File: src/rtl/spi_slave_port.sv
// SPI mode-0 slave port on a single PCLK domain: synchronized SPI inputs,
// a one-entry TX holding register, TX/RX shifters and frame control.
module spi_slave_port #(
  parameter int unsigned            FRAME_SIZE = 8,
  parameter logic [FRAME_SIZE-1:0]  IDLE_DATA  = FRAME_SIZE'(8'hFF)
) (
  input  logic                  PCLK,
  input  logic                  PRESET,
  input  logic                  SPISSI,
  input  logic                  SPICLKI,
  input  logic                  SPISDI,
  output logic                  SPISDO,
  output logic                  SPIOEN,
  input  logic [FRAME_SIZE-1:0] TX_DATA,
  input  logic                  TX_VALID,
  output logic                  TX_READY,
  output logic [FRAME_SIZE-1:0] RX_DATA,
  output logic                  RX_VALID,
  output logic                  TX_UNDERRUN,
  output logic                  FRAME_ABORT
);

  localparam int unsigned CNT_W = $clog2(FRAME_SIZE + 1);

  localparam logic [1:0] ST_IDLE  = 2'd0;
  localparam logic [1:0] ST_LOAD  = 2'd1;
  localparam logic [1:0] ST_SHIFT = 2'd2;

  logic ss_meta_q, ss_sync_q, ss_dly_q;
  logic sclk_meta_q, sclk_sync_q, sclk_dly_q;
  logic sdi_meta_q, sdi_sync_q;

  logic [1:0]            state_q, state_d;
  logic [CNT_W-1:0]      cnt_q, cnt_d;
  logic                  reload_q, reload_d;
  logic [FRAME_SIZE-1:0] tx_sh_q, tx_sh_d;
  logic [FRAME_SIZE-1:0] rx_sh_q, rx_sh_d;
  logic [FRAME_SIZE-1:0] hold_q, hold_d;
  logic                  hold_empty_q, hold_empty_d;
  logic [FRAME_SIZE-1:0] rx_data_q, rx_data_d;
  logic                  rx_valid_q, rx_valid_d;
  logic                  underrun_q, underrun_d;
  logic                  abort_q, abort_d;
  logic                  spisdo_q, spisdo_d;
  logic                  spioen_q, spioen_d;

  logic sclk_rise, sclk_fall, ss_fall, ss_rise;

  assign sclk_rise = sclk_sync_q & ~sclk_dly_q;
  assign sclk_fall = ~sclk_sync_q & sclk_dly_q;
  assign ss_fall   = ~ss_sync_q & ss_dly_q;
  assign ss_rise   = ss_sync_q & ~ss_dly_q;

  // Synchronizers reset to the idle bus levels so release creates no edge.
  always_ff @(posedge PCLK) begin
    if (PRESET) begin
      ss_meta_q    <= 1'b1;
      ss_sync_q    <= 1'b1;
      ss_dly_q     <= 1'b1;
      sclk_meta_q  <= 1'b0;
      sclk_sync_q  <= 1'b0;
      sclk_dly_q   <= 1'b0;
      sdi_meta_q   <= 1'b0;
      sdi_sync_q   <= 1'b0;
      state_q      <= ST_IDLE;
      cnt_q        <= '0;
      reload_q     <= 1'b0;
      tx_sh_q      <= '0;
      rx_sh_q      <= '0;
      hold_q       <= '0;
      hold_empty_q <= 1'b1;
      rx_data_q    <= '0;
      rx_valid_q   <= 1'b0;
      underrun_q   <= 1'b0;
      abort_q      <= 1'b0;
      spisdo_q     <= 1'b0;
      spioen_q     <= 1'b0;
    end else begin
      ss_meta_q    <= SPISSI;
      ss_sync_q    <= ss_meta_q;
      ss_dly_q     <= ss_sync_q;
      sclk_meta_q  <= SPICLKI;
      sclk_sync_q  <= sclk_meta_q;
      sclk_dly_q   <= sclk_sync_q;
      sdi_meta_q   <= SPISDI;
      sdi_sync_q   <= sdi_meta_q;
      state_q      <= state_d;
      cnt_q        <= cnt_d;
      reload_q     <= reload_d;
      tx_sh_q      <= tx_sh_d;
      rx_sh_q      <= rx_sh_d;
      hold_q       <= hold_d;
      hold_empty_q <= hold_empty_d;
      rx_data_q    <= rx_data_d;
      rx_valid_q   <= rx_valid_d;
      underrun_q   <= underrun_d;
      abort_q      <= abort_d;
      spisdo_q     <= spisdo_d;
      spioen_q     <= spioen_d;
    end
  end

  // Frame control: holding-register handshake, load, shift and abort.
  always_comb begin
    state_d      = state_q;
    cnt_d        = cnt_q;
    reload_d     = reload_q;
    tx_sh_d      = tx_sh_q;
    rx_sh_d      = rx_sh_q;
    hold_d       = hold_q;
    hold_empty_d = hold_empty_q;
    rx_data_d    = rx_data_q;
    rx_valid_d   = 1'b0;
    underrun_d   = 1'b0;
    abort_d      = 1'b0;

    if (TX_VALID && hold_empty_q) begin
      hold_d       = TX_DATA;
      hold_empty_d = 1'b0;
    end

    case (state_q)
      ST_IDLE: begin
        if (ss_fall) state_d = ST_LOAD;
      end
      ST_LOAD: begin
        // A word accepted this very cycle is not yet visible here and stays held.
        if (!hold_empty_q) begin
          tx_sh_d      = hold_q;
          hold_empty_d = 1'b1;
        end else begin
          tx_sh_d    = IDLE_DATA;
          underrun_d = 1'b1;
        end
        if (ss_rise) begin
          state_d  = ST_IDLE;
          cnt_d    = '0;
          reload_d = 1'b0;
        end else begin
          state_d = ST_SHIFT;
        end
      end
      ST_SHIFT: begin
        if (ss_rise) begin
          state_d  = ST_IDLE;
          cnt_d    = '0;
          reload_d = 1'b0;
          abort_d  = (cnt_q != '0);
        end else if (sclk_rise) begin
          rx_sh_d = {rx_sh_q[FRAME_SIZE-2:0], sdi_sync_q};
          if (cnt_q == CNT_W'(FRAME_SIZE - 1)) begin
            cnt_d      = '0;
            rx_data_d  = rx_sh_d;
            rx_valid_d = 1'b1;
            reload_d   = 1'b1;
          end else begin
            cnt_d = cnt_q + CNT_W'(1);
          end
        end else if (sclk_fall) begin
          if (reload_q) begin
            state_d  = ST_LOAD;
            reload_d = 1'b0;
          end else begin
            tx_sh_d = tx_sh_q << 1;
          end
        end
      end
      default: begin
        state_d = ST_IDLE;
      end
    endcase

    spioen_d = ~ss_sync_q;
    spisdo_d = spioen_d & tx_sh_d[FRAME_SIZE-1];
  end

  assign SPISDO      = spisdo_q;
  assign SPIOEN      = spioen_q;
  assign TX_READY    = hold_empty_q;
  assign RX_DATA     = rx_data_q;
  assign RX_VALID    = rx_valid_q;
  assign TX_UNDERRUN = underrun_q;
  assign FRAME_ABORT = abort_q;

endmodule
File: config.mk
export PLATFORM = sky130hd
export DESIGN_NAME = spi_slave_port
export DESIGN_NICKNAME = d
export VERILOG_FILES = /design/src/rtl/spi_slave_port.sv
export SDC_FILE = /design/constraint.sdc
export NUM_CORES = 1
export LEC_CHECK = 0
export CAP_MARGIN = 20
export CORE_ASPECT_RATIO = 0.7
export CORE_MARGIN = 2
export CORE_UTILIZATION = 50
export DETAILED_ROUTE_END_ITERATION = 8
export MAX_ROUTING_LAYER = met4
export PLACE_DENSITY = 0.74
export RECOVER_POWER = 100
export SYNTH_ARGS = -nofsm -noshare
export SYNTH_HDL_FRONTEND = slang
export SYNTH_SLANG_ARGS = --single-unit
File: constraint.sdc
create_clock -name PCLK -period 2.4 [get_ports PCLK]
set_clock_uncertainty 0.05 [all_clocks]
set_input_delay 0.36 -clock PCLK [delete_from_list [all_inputs] [get_ports PCLK]]
set_output_delay 0.36 -clock PCLK [all_outputs]
set_load 0.05 [all_outputs]
==> results.py <==
metrics = {
    "global_routing": {
        "grt_pass1_wl_mm": 6.93,
        "grt_overflow_total": 0,
        "gr-usage-all-layers_pct": 19.9,
        "grt_antenna_before_repair": 0,
        "grt_max_degree": 36,
        "grt_pass1_vias": 1536,
    },
    "routing": {
        "postRouteAntennaNets": 0,
        "vias": 1661,
        "drc": 0,
        "drtPass1Iterations": 4,
        "routed_wl_mm": 4.09,
        "via_per_inst": 5.48,
        "first_iter_violations": 62,
        "wl_per_cell_um": 13.5,
    },
    "layout": {
        "fin_nets": 272,
        "fillers": 349,
        "num_antenna_cells": 0,
        "final_design_area_no_fill_um2": 2500,
        "area_growth_pct": 19.1,
        "drive_gt1_share_pct": 6.37,
    },
    "min_path": {
        "hold_class": "flop to flop",
    },
    "power": {
        "powerDensity_nw_per_um2": 766,
        "ir_drop_mv": 0.546,
        "power.leakage_nw": 1.05,
    },
    "clock_tree": {
        "clock-sinks": 52,
        "max-clock-path-buffers": 2,
        "cts_tree": "built",
        "post_cts_buffers": 0,
        "cts_resized": 0,
        "cts_hold_buffers": 0,
        "worstSkewPairLatency_ps": 310,
        "path_clk_slew_ps": 100,
        "numCtsBuffers": 5,
        "clock-root-buffer": "clkbuf_8",
        "htreeDepth": 2,
    },
    "synth": {
        "synth-simple-area-share_pct": 18.1,
        "synth_top_area_cell": "dfxtp_1",
        "synth_compound_area_share_pct": 15.9,
        "synth_top_family_by_area": "simple AND/OR/NAND/NOR gates",
        "netlist_area_um2": 2100,
        "synthMuxAreaShare_pct": 7.15,
        "synth_top_area_share_pct": 49.6,
        "synthTopCellsByArea": "dfxtp_1 (50%), mux2i_1 (7.2%), a21oi_1 (4.8%)",
        "seq_area_frac_synth_pct": 49.6,
        "syn_nets": 247,
        "synthArstFlopShare_pct": 0,
        "avgSynthCellArea_um2": 9.33,
        "synth_edf_count": 0,
        "ys_types": 35,
        "synth_seq_cells": 52,
        "postSynthCellCount": 225,
        "yosysWarnings": 0,
        "synth_fa_ha_area_share_pct": 4.77,
        "synth_xor_area_share_pct": 0,
        "ys.flop_type": "dfxtp_1",
    },
    "sta": {
        "tns_ps": 0,
        "tightest_slew_ps": 656,
        "hold_viol_final": 0,
        "period_share_pct": 92.7,
        "relSlewSlack_pct": 56.3,
        "fin_ws_ps": 176,
        "fmax_ghz": 0.450,
        "setup_viol": 0,
        "fin_crit_ps": 2220,
        "slew_violations": 0,
        "rsz0062_at_grt": "false",
    },
    "placed_design": {
        "dp_hpwl_mm": 2.92,
        "portBuffers": 27,
        "pre_cts_slack_ps": 521,
        "place_congestion": 0.867,
        "post_dp_cell_area_um2": 2420,
    },
    "floorplan": {
        "die_w_um": 81.5,
        "core.rowCount": 19,
        "dieArea_um2": 4740,
        "core_um2": 3970,
        "start_util_pct": 52.9,
        "ioPinCount": 28,
        "die_y_um": 58.2,
    },
    "critical_path": {
        "worst-setup-path-type": "flop to output pin",
        "crit_fanout": 14,
        "startpoint": "TX_READY",
        "critPathTopFamily": "buffers and inverters",
        "reg2regPathDepth": 5,
        "path_depth": 1,
        "r2r_start": "ss_dly_q",
        "cp-endpoint": "TX_READY",
        "r2r_setup_slack_ps": 430,
        "r2r_end": "RX_DATA[3]",
        "crit_arrival_ps": 1810,
        "crit_chain": "dlygate4sd3_1",
        "crit_required_ps": 1990,
        "crit_path_start_kind": "flop",
        "critPathCaptureType": "output pin",
        "slowest_delay_ps": 930,
        "crit_buf_inv": 1,
        "cp_slowest_cell": "dlygate4sd3_1",
    },
    "flow_run": {
        "drv_cap": 0,
    },
    "run_status": {
        "status": "completed",
    },
}
==> layout by cell type (no fill, tap or decap), types with 4 or more instances in the layout <==
master            n
a22oi_1           6
a311oi_1          6
mux2i_1          15
inv_1             9
clkbuf_8          5
nor2b_1           6
dfxtp_1          52
ha_1              8
a21oi_1          20
a211oi_1          7
nor2_1           23
nand2b_1          4
o21ai_0           7
dlygate4sd3_1    15
nand3_1          13
clkdlybuf4s50_1  12
nand2_1          13
==> state kept, by name, indices dropped and copies added (netlist names), 2 cells and up <==
signal and count:
hold_q 8, tx_sh_q 8, RX_DATA 8, cnt_q 4, rx_sh_q 7, state_q 2
==> cells by family (layout without fill, tap and decap cells) <==
| family | count (synthesis) | in the layout |
|---|---|---|
| fa+ha+maj | 8 | 8 |
| mux | 15 | 15 |
| simple gates | 75 | 75 |
| compound gates | 52 | 52 |
| buf+inv | 23 | 49 |
| flops | 52 | 52 |
==> power by group <==
group          leakage, nW  total (mW)  switching, mW  internal [mW]
registers            0.423       0.993         0.0528          0.941
clock network       0.0463       0.520          0.305          0.214
logic                0.582       0.401          0.234          0.167
total                 1.05        1.91          0.593           1.32
==> stage by stage <==
step / hold slack [ps] / std cells / total power, mW / utilization [%]
floorplan: 339 / 225 / 1.31 / -
detailed placement: 344 / 295 / 1.42 / 61.0
finish: 368 / 303 / 1.91 / 63.0
global placement: 342 / 295 / 1.41 / 61.0
CTS: 368 / 303 / 1.93 / 63.5
global route: 389 / 303 / 2.01 / 63.0
==> worst register-to-register path, stage by stage (launching register included) <==
cell      delay, ps
dfxtp_1         330
nand2b_1        400
nand4_1         220
clkbuf_1        520
mux2i_1         260
nor2_1           60
==> Yosys cell counts, types with 3 or more instances <==
library cell	n
dfxtp_1	52
nor2_1	23
a21oi_1	20
mux2i_1	15
nand2_1	13
nand3_1	13
inv_1	9
ha_1	8
a211oi_1	7
clkbuf_1	7
o21ai_0	7
a22oi_1	6
a311oi_1	6
nor2b_1	6
buf_2	4
nand2b_1	4
nand4_1	3
==> cell type report <==
cell class | count | area, um2 | area share [%]
Clock buffer | 5 | 68.8 | 2.75
Clock inverter | 3 | 27.5 | 1.10
Inverter | 9 | 33.8 | 1.35
Multi-Input combinational cell | 150 | 963 | 38.5
Sequential cell | 52 | 1040 | 41.6
Tap cell | 52 | 65.1 | 2.60
Timing Repair Buffer | 32 | 302 | 12.1
==> worst min-delay path by stage <==
stage | startpoint | endpoint | slack (ps) | cells past startpoint
after global placement | ss_meta_q | ss_sync_q | 340 | 1
final | ss_meta_q | ss_sync_q | 370 | 1
after floorplan | ss_meta_q | ss_sync_q | 340 | 1
after CTS | ss_meta_q | ss_sync_q | 370 | 1
after global routing | ss_meta_q | ss_sync_q | 390 | 1
after detailed placement | ss_meta_q | ss_sync_q | 340 | 1
==> per-layer routing <==
layer / up-vias / global-route usage (%) / part of all wire (%)
li1: 842 / - / -
met1: 770 / 25.7 / 51
met2: 45 / 29.7 / 43
met3: 4 / 7.32 / 5.2
met4: 0 / 5.08 / 0.78
met5: - / - / 0
No activity file was read; power rests on OpenSTA's default activity.
